[config.mk]
export PLATFORM = sky130hd
export DESIGN_NAME = whack_scorer
export DESIGN_NICKNAME = d
export VERILOG_FILES = /design/src/rtl/whack_pkg.sv /design/src/rtl/popcount16.sv /design/src/rtl/whack_scorer.sv
export SDC_FILE = /design/constraint.sdc
export NUM_CORES = 1
export LEC_CHECK = 0
export CORE_UTILIZATION = 24
export DETAILED_ROUTE_END_ITERATION = 10
export GPL_TIMING_DRIVEN = 0
export PLACE_DENSITY = 0.41
export SLEW_MARGIN = 20
export SYNTH_ARGS = -nofsm -noshare
export SYNTH_HDL_FRONTEND = slang
export SYNTH_SLANG_ARGS = --single-unit
[constraint.sdc]
create_clock -name clock_i -period 7.3 [get_ports clock_i]
set_input_delay 0.73 -clock clock_i [delete_from_list [all_inputs] [get_ports clock_i]]
set_output_delay 0.73 -clock clock_i [all_outputs]
set_load 0.02 [all_outputs]
[src/rtl/whack_pkg.sv]
// whack_pkg: state encoding and parameter defaults shared by the whack scorer slice.
package whack_pkg;
  localparam logic [1:0] ST_IDLE = 2'b00;
  localparam logic [1:0] ST_RUN  = 2'b01;
  localparam logic [1:0] ST_OVER = 2'b10;
  localparam int NUM_MOLES_D    = 16;
  localparam int GAME_SECONDS_D = 30;
  localparam int MAX_SCORE_D    = 9999;
endpackage

[src/rtl/popcount16.sv]
// popcount16: combinational population count of a 16-bit vector.
module popcount16 (
  input  logic [15:0] data,
  output logic [4:0]  count
);
  always_comb begin
    count = '0;
    for (int i = 0; i < 16; i++) count = count + 5'(data[i]);
  end
endmodule

[src/rtl/whack_scorer.sv]
// whack_scorer: synchronises player switches, classifies toggles against the mole
// pattern as hits/misses, and keeps a saturating score and a seconds countdown.
module whack_scorer
  import whack_pkg::*;
#(
  parameter int NUM_MOLES    = NUM_MOLES_D,
  parameter int GAME_SECONDS = GAME_SECONDS_D,
  parameter int MAX_SCORE    = MAX_SCORE_D
) (
  input  logic                 clock_i,
  input  logic                 reset_i,
  input  logic [NUM_MOLES-1:0] moles_i,
  input  logic [NUM_MOLES-1:0] switches_i,
  input  logic                 start_i,
  input  logic                 tick_i,
  output logic                 whacked_o,
  output logic [NUM_MOLES-1:0] whack_mask_o,
  output logic                 miss_o,
  output logic [13:0]          score_o,
  output logic [6:0]           time_left_o,
  output logic                 in_game_o,
  output logic                 game_over_o
);
  localparam logic signed [15:0] MAX_S  = 16'(MAX_SCORE);
  localparam logic [6:0]         GAME_T = 7'(GAME_SECONDS);
  logic [NUM_MOLES-1:0] s1, s2, prev, toggle, hits, misses;
  logic [4:0] nh, nm;
  logic [1:0] state;
  logic run;
  logic signed [15:0] sum;
  logic [13:0] score_next;
  assign toggle = s2 ^ prev;
  assign hits   = toggle & moles_i;
  assign misses = toggle & ~moles_i;
  assign run    = state == ST_RUN;
  assign in_game_o   = run;
  assign game_over_o = state == ST_OVER;
  popcount16 u_hit_count  (.data(hits),   .count(nh));
  popcount16 u_miss_count (.data(misses), .count(nm));
  // Signed 16-bit so a miss-heavy cycle can go below zero before clamping.
  assign sum        = 16'(score_o) + 16'(nh) - 16'(nm);
  assign score_next = sum < 16'sd0 ? 14'd0 : sum > MAX_S ? MAX_S[13:0] : sum[13:0];
  always_ff @(posedge clock_i or negedge reset_i) begin
    if (!reset_i) begin
      s1   <= '0;
      s2   <= '0;
      prev <= '0;
    end else begin
      s1   <= switches_i;
      s2   <= s1;
      prev <= s2;
    end
  end
  always_ff @(posedge clock_i or negedge reset_i) begin
    if (!reset_i) begin
      whacked_o    <= 1'b0;
      miss_o       <= 1'b0;
      whack_mask_o <= '0;
    end else begin
      whacked_o    <= run && |hits;
      miss_o       <= run && |misses;
      whack_mask_o <= run ? hits : '0;
    end
  end
  always_ff @(posedge clock_i or negedge reset_i) begin
    if (!reset_i) begin
      state       <= ST_IDLE;
      score_o     <= '0;
      time_left_o <= GAME_T;
    end else if (run) begin
      if (|toggle) score_o <= score_next;
      if (tick_i) begin
        time_left_o <= time_left_o - 7'd1;
        if (time_left_o == 7'd1) state <= ST_OVER;
      end
    end else if (start_i) begin
      state       <= ST_RUN;
      score_o     <= '0;
      time_left_o <= GAME_T;
    end else if (state == ST_IDLE) begin
      time_left_o <= GAME_T;
    end
  end
endmodule

# Word level (Yosys, flattened, before mapping)
# Index checks and enable logic that the tools add are counted.
# totals
reg_bits	89
in_bits	36
output_inout_bits	41
# classes
addsub	33
magnitude_cmp	2
n_eq_ne	6
mux	14
n_bitwise	4
reduce_logical	11
# ops
cell	n
adder 5 x 1 -> 5 bit	28
2-to-1 mux 14 bit	5
OR reduction 16 bit	3
AND 16 bit	2
2-to-1 mux 7 bit	4
> comparator 16 x 15 -> 1 bit, second input constant	1
< comparator 16 x 1 -> 1 bit, second input constant	1
2-to-1 mux 16 bit	1
inverter 16 bit	1
subtractor 15 x 5 -> 16 bit	1
XOR 16 bit	1
adder 14 x 5 -> 15 bit	1
2-to-1 mux 2 bit	4
== test 7 x 1 -> 1 bit, second input constant	1
subtractor 7 x 1 -> 7 bit, second input constant	1
adder 1 x 1 -> 2 bit	2
inequality test 2 x 1 -> 1 bit, second input constant	2
AND reduction 2 bit	2
AND reduction 3 bit	1
nonzero test 3 bit	1
== test 2 x 1 -> 1 bit, second input constant	1
== test 2 bit, second input constant	1
logical AND 1 bit	2
zero test 2 bit	1
2 further kinds	2

# Logic depth before layout (Yosys ltp)
# Gate-level depths: netlist of the first run.
# logic_depth
depth_word	24
mapped_depth	26
mapped_depth_nobuf	25

# Modules after synthesis
# From an unflattened synthesis of the first run, not the netlist that was laid out.
# unflattened
hier_cells	454
hier_area_um2	4849.7
# modules_own_cells
mod	n_inst	cells_per_inst	area_each_um2
whack_scorer	1	360	4033.9
popcount16	2	47	407.9

# Worst setup path before layout of the first run
# OpenSTA, ideal clock, no wires.
# synth_timing
path_kind	in2reg
start	in moles_i[1]
end	reg score_o[5]
setup_time_ns	0.068
t_arrival_ns	6.925
slack_ns	0.307
stages	21
path_buffers	0
cell_sequence	nand2b_1 > inv_1 > ha_1 > inv_1 > fa_1 > fa_1 > fa_1 > inv_1 > fa_1 > inv_1 > fa_1 > fa_1 > fa_1 > fa_1 > a21o_1 > a221o_1 > a21o_1 > a211oi_2 > xnor2_1 > a311oi_4 > a32o_1
# synth_between
elab_chain_cells	23
# synth_lines
element	line	text
from (decl)	whack_scorer.sv:12	input logic [NUM_MOLES-1:0] moles_i,
AND 16 bit / inverter 16 bit (equally long branches)	whack_scorer.sv:33, whack_scorer.sv:34	
adder 1 x 1 -> 2 bit / AND 16 bit (equally long branches)	popcount16.sv:8, whack_scorer.sv:34	
adder 5 x 1 -> 5 bit / adder 1 x 1 -> 2 bit (equally long branches)	popcount16.sv:8	for (int i = 0; i < 16; i++) count = count + 5'(data[i]);
adder 5 x 1 -> 5 bit (13 in series)	popcount16.sv:8	
adder 14 x 5 -> 15 bit / adder 5 x 1 -> 5 bit (equally long branches)	whack_scorer.sv:41, popcount16.sv:8	
subtractor 15 x 5 -> 16 bit *	whack_scorer.sv:41	assign sum = 16'(score_o) + 16'(nh) - 16'(nm);
> comparator 16 x 15 -> 1 bit	whack_scorer.sv:42	assign score_next = sum < 16'sd0 ? 14'd0 : sum > MAX_S ? MAX_S[13:0] : sum[13:0];
2-to-1 mux 14 bit	whack_scorer.sv:42	
2-to-1 mux 14 bit *	whack_scorer.sv:42	
2-to-1 mux 14 bit *	whack_scorer.sv:71	if (|toggle) score_o <= score_next;
2-to-1 mux 14 bit *	whack_scorer.sv:70	end else if (run) begin
to (signal assigned)	whack_scorer.sv:71	
to (decl)	whack_scorer.sv:19	output logic [13:0] score_o,
# Mark *: on every way between the ends. The rest lies on a longest branch, timed or not. The select of a mux whose other input is x is not followed.
# A chain may end at the register's enable or synchronous reset.

# Worst setup path after layout of the first run
# layout_timing
start	in moles_i[6]
end	reg score_o[4]
# layout_between
elab_chain_cells	18
# layout_lines
element	line
AND 16 bit / inverter 16 bit (equally long branches)	whack_scorer.sv:33, whack_scorer.sv:34
adder 5 x 1 -> 5 bit / AND 16 bit (equally long branches)	popcount16.sv:8, whack_scorer.sv:34
adder 5 x 1 -> 5 bit (9 in series)	popcount16.sv:8
adder 14 x 5 -> 15 bit / adder 5 x 1 -> 5 bit (equally long branches)	whack_scorer.sv:41, popcount16.sv:8
subtractor 15 x 5 -> 16 bit *	whack_scorer.sv:41
> comparator 16 x 15 -> 1 bit	whack_scorer.sv:42
2-to-1 mux 14 bit	whack_scorer.sv:42
2-to-1 mux 14 bit *	whack_scorer.sv:42
2-to-1 mux 14 bit *	whack_scorer.sv:71
2-to-1 mux 14 bit *	whack_scorer.sv:70
# Marks and branches as above.

==> results of run 1 <==
per-stage QoR:
step                      area [um^2]  utilization  setup TNS [ps]  power [W]
after floorplan                  4890            -               0    0.00220
after global placement           5980        0.303           -9550    0.00270
after detailed placement         6010        0.305          -10280    0.00271
after CTS                        6410        0.325               0    0.00335
after global routing             6540        0.332           -24.5    0.00374
final                            6540        0.332               0    0.00342
cell type report:
cell class / count / area (um^2) / share of cell area
Inverter: 57 / 214 / 0.0327
Sequential cell: 89 / 2230 / 0.341
Buffer: 8 / 38.8 / 0.00593
Timing Repair Buffer: 90 / 892 / 0.136
Tap cell: 265 / 332 / 0.0507
Clock buffer: 10 / 239 / 0.0365
Clock inverter: 6 / 50.0 / 0.00765
Multi-Input combinational cell: 295 / 2540 / 0.389
cells by family after synthesis:
group / share of synthesized area
DFF: 0.457
muxes: 0.00614
and+or+nand+nor: 0.116
adders and majority gates: 0.184
buffers and inverters: 0.0514
AOI/OAI and AO/OA: 0.117
xor gates and xnor gates: 0.0681
worst max path at each step:
stage	end	slack [ps]	cells past startpoint
after global routing	score_o[0]	-10	22
after floorplan	score_o[5]	310	21
after detailed placement	score_o[0]	-820	24
after global placement	score_o[4]	-770	24
final	score_o[4]	220	23
after CTS	score_o[4]	6	22
layer usage:
metal,up-vias,global-route usage,part of all wire
met5,-,0,0
met4,0,0.0288,0.0083
met3,10,0.0401,0.043
met2,66,0.196,0.49
met1,1706,0.158,0.46
li1,1708,-,-
cell usage after synthesis, types with 5 or more instances:
master	n	share of area
a21o_1	8	0.012
a21oi_1	18	0.018
a22oi_1	5	0.0077
and3_1	6	0.0077
clkbuf_1	7	0.0054
dfrtp_1	85	0.44
fa_1	25	0.10
ha_1	32	0.082
inv_1	57	0.044
nand2_1	31	0.024
nand2b_1	16	0.020
nor2_1	31	0.024
nor2b_1	5	0.0064
o21ai_0	20	0.020
xnor2_1	16	0.029
xor2_1	22	0.039
what timing repair did:
action                                  4_1_cts  5_1_grt
gates resized for setup                      18       14
setup buffers                                 4        9
endpoints found under the setup margin       14       14
pin swaps                                     7       14
power by group through the flow:
stage | combinational (W) | sequential (W) | clock [W]
floorplan | 0.00150 | 0.000708 | 0
global placement | 0.00204 | 0.000658 | 0
detailed placement | 0.00205 | 0.000660 | 0
CTS | 0.00223 | 0.000651 | 0.000471
global route | 0.00259 | 0.000659 | 0.000493
finish | 0.00232 | 0.000647 | 0.000452
cells in the final DEF, fill, tap and decap left out, types with 3 or more instances in the layout:
master,count
inv_1,57
a22oi_1,5
nor2b_1,3
o21a_1,4
o21ai_0,19
a32o_1,4
nor3_1,4
nor2_1,31
xor2_1,18
clkbuf_1,6
clkdlybuf4s50_1,73
ha_1,31
nand2b_1,15
xor2_2,4
a211oi_2,3
nand2_1,29
fa_2,6
a21o_1,8
clkbuf_16,9
nor4_1,4
fa_1,19
dfstp_2,4
nand3_1,3
nand4_1,4
o211ai_1,3
a21oi_1,18
buf_6,3
xnor2_1,14
buf_4,12
dfrtp_1,85
and3_1,6
flip-flops by register name (all words and copies together), names as in the netlist:
name	count
prev	16
s1	16
s2	16
whack_mask_o	16
score_o	14
time_left_o	7
state	2
miss_o	1
whacked_o	1
==> results.toml, run 1 <==
[finish]
n_fill_cell = 2027
syn2layout_area_growth_pct = 33.8
nets = 643
diodes = 0
fin_cells = 820
drive_above_1_share = 0.119

[power]
p_int_w = 0.00193
p_per_area_nw_per_um2 = 523
p_sw_frac = 0.436
power.switching_w = 0.00149
leakage_nw = 2.97
clockPowerShare = 0.132
power_frac_seq = 0.189
power_frac_comb = 0.679
ir_drop_mv = 0.222

[logic_synthesis]
ys_warn_count = 0
postSynthCellCount = 449
syn_area_um2 = 4890
seq_area_frac_synth = 0.457
synthFlopType = "dfrtp_1"
synthesis.nets = 542
synth_edf_count = 0
synth_cell_types = 48
async_reset_ff_frac = 1.00
ys_seq_elements = 89
postSynthAreaPerCell_um2 = 10.9

[critical_path]
r2r_start = "prev[0]"
worst_path_dominant_cell_family = "adder cells"
r2r_slack_ps = 280
start_kind = "input port"
reg2reg_to = "score_o[4]"
critPathMaxFanout = 6
end_kind = "flip-flop"
cp_cell_sequence = "clkdlybuf4s50_1 > nand2b_1 > inv_1 > fa_1 > inv_1 > fa_1 > fa_1 > fa_1 > inv_1 > fa_2 > fa_2 > a21oi_1 > nor2b_1 > fa_2 > ha_4 > a21o_1 > a221o_1 > a21o_1 > a211oi_2 > xnor2_2 > a311oi_4 > buf_6 > a32o_1"
reg2reg_depth = 22
critPathLaunch = "moles_i[6]"
cp.arrival_ps = 7370
cp_common_cell = "fa_1"
critPathRequiredTime_ps = 7590
slowest_stage = "fa_2"
critPathMaxStageDelay_ps = 560
cp_num_buf_inv = 5
critPathKind = "in2reg"

[status]
outcome = "finished clean"

[timing]
hold_viol = 0
slew_headroom = 0.606
finalCritPeriodShare = 0.969
worst_pin_slew_ps = 591
finalMaxSlewViolations = 0
layout_setup_ws_ps = 224
min_period_ps = 7080
finClkSkew_ps = 7.63
setup_violations = 0
max_freq_mhz = 141
hold_ws_ps = 260

[route]
routedWlPerCell_um = 14.2
drt_first_pass_iters = 4
ant_nets = 0
vias = 3490
drc = 0
drt_iter0_drc = 120
vias_per_cell = 4.26
wirelength_mm = 11.7

[cts]
cts.htree.levels = 3
cts_tree = "yes"
clock-sinks = 89
clockBufferDepth = 2
clk_pin_slew_ps = 70
clock_latency_ps = 350
numCtsBuffers = 9
cts_hold_buf = 0
cts.root.buffer_cell = "clkbuf_16"

[grt]
grt_pass1_wl_mm = 18.8
grt_antenna_before_repair = 0
grt.total_usage = 0.122
gr-total-overflow = 0
first_global_vias = 3591
grt_start_max_net_pins = 55

[placement]
placedCellCount = 791
routabilityCongestion = 0.818
dp_slack_ps = -821
hpwl_mm = 9.16
portBuffers = 76

[die]
io_pins = 77
die-area_um2 = 20900
coreArea_um2 = 19700
core.rowCount = 51
die_w_um = 145
die_y_um = 145
start_util = 0.248

[flow_run]
cap_viol_max_count = 0

[hold_path]
hold_class = "in2async"
Power figures use the tool's default switching activity.
==> run 2, diff against run 1 <==
Settings changed: CORE_ASPECT_RATIO from default to 2, PLACE_DENSITY 0.41 to default.
==> results.toml, run 2 (synthesized netlist as in run 1, its figures left out) <==
[grt]
gr-total-overflow = 0
grt_pass1_wl_mm = 19.3
grt_busiest_layer = "met2"
grt_start_max_net_pins = 50
met2_usage = 0.243
grt_antenna_before_repair = 0
grtUsageMet3 = 0.0150
grt.total_usage = 0.127
grtUsageMet1 = 0.123
first_global_vias = 3654

[finish]
nets = 638
fin_util = 0.328
fin_area_um2 = 6520
layout_commonest_cell = "dfrtp_1"
drive_above_1_share = 0.107
syn2layout_area_growth_pct = 33.4
diodes = 0
final_cell_mix = "dfrtp_1, clkdlybuf4s50_1, inv_1"
n_fill_cell = 2094

[route]
drt_first_pass_iters = 4
routedWlPerCell_um = 15.1
drc = 0
vias = 3493
wirelength_mm = 12.3
vias_per_cell = 4.30
ant_nets = 0
drt_iter0_drc = 116

[placement]
portBuffers = 76
place_area_um2 = 6000
hpwl_mm = 9.87
routabilityCongestion = 0.858

[hold_path]
holdPathStages = 0
hold_class = "reg2reg"

[critical_path]
end_kind = "flip-flop"
critPathMaxFanout = 6
critPathRequiredTime_ps = 7530
reg2reg_depth = 23
cp.arrival_ps = 7260
start_kind = "input port"
critPathKind = "in2reg"

[power]
power_w = 0.00349
ir_drop_mv = 0.369
leakage_nw = 2.95
p_per_area_nw_per_um2 = 536

[die]
io_pins = 77
die_y_um = 204
start_util = 0.246
core.rowCount = 73
coreArea_um2 = 19900
die-area_um2 = 21000
die_w_um = 103

[flow_run]
cap_viol_max_count = 0

[timing]
worst_pin_slew_ps = 597
min_period_ps = 7030
max_freq_mhz = 142
setup_violations = 0
rsz0062_at_grt = "false"
finalMaxSlewViolations = 0
hold_viol = 0
finClkSkew_ps = 8.04
finalCritPeriodShare = 0.963
slew_headroom = 0.602

[cts]
cts.root.buffer_cell = "clkbuf_16"
clock_latency_ps = 350
clk_pin_slew_ps = 60
clockBufferDepth = 2
numCtsBuffers = 9
cts_tree = "yes"
clock-sinks = 89
cts.htree.levels = 3

[status]
outcome = "finished clean"
==> run 2: through the flow <==
| stage | TNS [ps] | cells | worst slack, ps | hold WS, ps |
|---|---|---|---|---|
| after floorplan | 0 | 449 | 307 | 331 |
| final | 0 | 812 | 272 | 348 |
| after global placement | -10780 | 787 | -847 | 334 |
| after global routing | 0 | 812 | 14.0 | 357 |
| after detailed placement | -11120 | 788 | -876 | 336 |
| after CTS | 0 | 808 | 22.8 | 350 |
==> run 2: final timing paths <==
check	end	slack, ps	from
worst max-delay path	score_o[6]	270	moles_i[6]
worst min-delay path	s2[6]	350	s1[6]
worst max register to register	score_o[6]	280	s2[0]
worst min register to register	s2[6]	350	s1[6]
max in group asynchronous	s1[14]	6290	reset_i
min in group asynchronous	whack_mask_o[2]	370	reset_i
==> run 2: cell type report <==
cell class | count | area (um^2) | area share
multi-input cells | 295 | 2540 | 0.390
inverters | 57 | 214 | 0.0328
plain buffers | 8 | 38.8 | 0.00595
clock buffers | 10 | 239 | 0.0366
flip-flops and latches | 89 | 2230 | 0.342
repair buffers | 85 | 852 | 0.131
clock inverters | 6 | 73.8 | 0.0113
well taps | 262 | 328 | 0.0503
==> run 2: power breakdown <==
group,internal [W],switching (W),leakage (nW)
Clock,0.000279,0.000203,0.148
Sequential,0.000586,0.0000603,1.05
Combinational,0.00111,0.00125,1.76
==> run 2: routing by layer <==
metal / up-vias / wire length (um)
met5: - / 0
met4: 0 / 547
met3: 29 / 308
met2: 87 / 7180
met1: 1688 / 4240
li1: 1689 / -
==> run 2: worst max-delay path, stage by stage <==
cell and delay [ps]:
clkdlybuf4s50_1 420, nand2b_1 140, inv_1 80, fa_1 540
inv_1 60, fa_1 520, fa_1 520, fa_1 540
inv_1 60, fa_2 410, fa_2 550, fa_1 460
fa_2 410, a21o_1 180, a221o_1 380, buf_4 180
xor2_2 190, nor2_1 80, a211oi_2 270, a311oi_4 140
buf_6 160, a32o_1 240
==> run 2: repair_timing <==
action	4_1_cts	5_1_grt
endpoints found under the setup margin	14	14
hold buffers	0	0
gates resized for setup	20	14
pin swaps	11	20
setup buffers	4	4
==> run 3, diff against run 2 <==
Settings changed: CORE_ASPECT_RATIO 2 to 1.4, MAX_ROUTING_LAYER from default to met4.
==> results.toml, run 3 (synthesized netlist as in run 1, its figures left out) <==
[critical_path]
critPathRequiredTime_ps = 7520
end_kind = "flip-flop"
start_kind = "input port"
slowest_stage = "fa_2"
critPathKind = "in2reg"
critPathMaxFanout = 4
critPathMaxStageDelay_ps = 580
cp.arrival_ps = 7350
cp_cell_sequence = "clkdlybuf4s50_1 > nand2b_1 > inv_1 > fa_1 > inv_1 > fa_1 > fa_1 > fa_1 > inv_1 > fa_2 > fa_2 > fa_2 > fa_2 > a21o_1 > a221o_1 > buf_6 > a211oi_4 > or3_4 > a32oi_4 > buf_6 > a311oi_4 > o21ai_1"

[finish]
multiInputGateArea_um2 = 2640
layout_commonest_cell = "dfrtp_1"
drive_above_1_share = 0.134
final_cell_mix = "dfrtp_1, clkdlybuf4s50_1, inv_1"
fin_util = 0.333
diodes = 0
n_fill_cell = 1998
seq_area_um2 = 2230
fin_area_um2 = 6630
syn2layout_area_growth_pct = 35.6
nets = 642

[timing]
hold_viol = 0
layout_setup_ws_ps = 166
worst_pin_slew_ps = 578
setup_violations = 0
finalCritPeriodShare = 0.977
min_period_ps = 7130
slew_headroom = 0.615
max_freq_mhz = 140
hold_ws_ps = 341
finalMaxSlewViolations = 0
finClkSkew_ps = 5.70

[grt]
grt_antenna_before_repair = 0
grt_pass1_wl_mm = 19.0
gr-total-overflow = 0
grt_start_max_net_pins = 53
grt.total_usage = 0.124
first_global_vias = 3551

[route]
drt_iter0_drc = 150
vias = 3509
drt_first_pass_iters = 4
routedWlPerCell_um = 14.7
ant_nets = 0
vias_per_cell = 4.35
wirelength_mm = 11.8
drc = 0

[flow_run]
cap_viol_max_count = 0

[die]
die_w_um = 123
io_pins = 77
core.rowCount = 61
start_util = 0.245
die-area_um2 = 21000
coreArea_um2 = 19900
die_y_um = 171

[cts]
cts_tree = "yes"
cts_hold_buf = 0
numCtsBuffers = 9
clockBufferDepth = 2
clock_latency_ps = 340
cts.htree.levels = 3
cts.root.buffer_cell = "clkbuf_16"
clock-sinks = 89
clk_pin_slew_ps = 70

[power]
p_per_area_nw_per_um2 = 568
power_frac_comb = 0.701
leakage_nw = 2.98
p_sw_frac = 0.436
power.switching_w = 0.00164
power_w = 0.00377
p_int_w = 0.00213
clockPowerShare = 0.127
power_frac_seq = 0.172
ir_drop_mv = 0.448

[placement]
routabilityCongestion = 0.863
hpwl_mm = 9.03
portBuffers = 76
place_area_um2 = 5990
dp_slack_ps = -841

[hold_path]
hold_class = "in2async"

[status]
outcome = "finished clean"
[run 3: cell count changes in the layout (fill, tap and decap cells not counted), sizes merged]
cell,change
dlygate4sd2,+1
clkinvlp,-1
clkbuf,-1
buf,+3
clkdlybuf4s50,-1
a311oi,+1
clkinv,+1
inv,+1
[run 3: cell type report]
cell class,instances,area share
flip-flops and latches,89,0.337
well taps,252,0.0476
clock buffers,9,0.0340
repair buffers,88,0.133
plain buffers,8,0.00585
inverters,57,0.0323
multi-input cells,296,0.398
clock inverters,7,0.0126
[run 3: final timing paths]
check / start / endpoint / slack [ps] / depth (start not counted)
min reg2reg: s1[7] / s2[7] / 350 / 0
max: moles_i[10] / score_o[2] / 170 / 22
max reg2reg: s2[1] / score_o[2] / 200 / 23
max in group asynchronous: reset_i / time_left_o[2] / 6290 / 2
min: reset_i / whack_mask_o[1] / 340 / 1
min in group clock_i: s1[7] / s2[7] / 350 / 0
[run 3: stage by stage]
step,std cells,setup TNS [ps]
6_report,806,0
5_1_grt,806,-46.9
4_1_cts,800,0
3_5_place_dp,778,-10490
3_3_place_gp,777,-9780
2_1_floorplan,449,0
[run 3: critical path, delay by kind of cell]
kind / cells / cell delay, ps
simple gates: 2 / 330
buf+inv: 6 / 980
fa+ha+maj: 8 / 3820
compound gates: 6 / 1470
[run 3: power by group through the flow]
stage	Sequential (W)	Clock [W]	Combinational, W
2_1_floorplan	0.000708	0	0.00150
3_3_place_gp	0.000659	0	0.00206
3_5_place_dp	0.000657	0	0.00207
4_1_cts	0.000649	0.000497	0.00237
5_1_grt	0.000659	0.000517	0.00293
6_report	0.000647	0.000479	0.00264
[run 3: repair_timing]
action / in CTS / in global routing
buffers inserted: 5 / 6
cloned: 1 / 0
pin swaps: 11 / 27
resized for setup: 28 / 27
hold endpoints to repair: 0 / 0
setup endpoints to repair: 14 / 14
[run 3: metal layers]
layer,GRT usage,vias up,wire length (um),share of wire
met2,0.202,93,6080,0.51
met4,0.0419,0,235,0.020
met1,0.154,1698,5100,0.43
li1,-,1702,-,-
met3,0.0210,16,430,0.036
met5,-,-,0,0
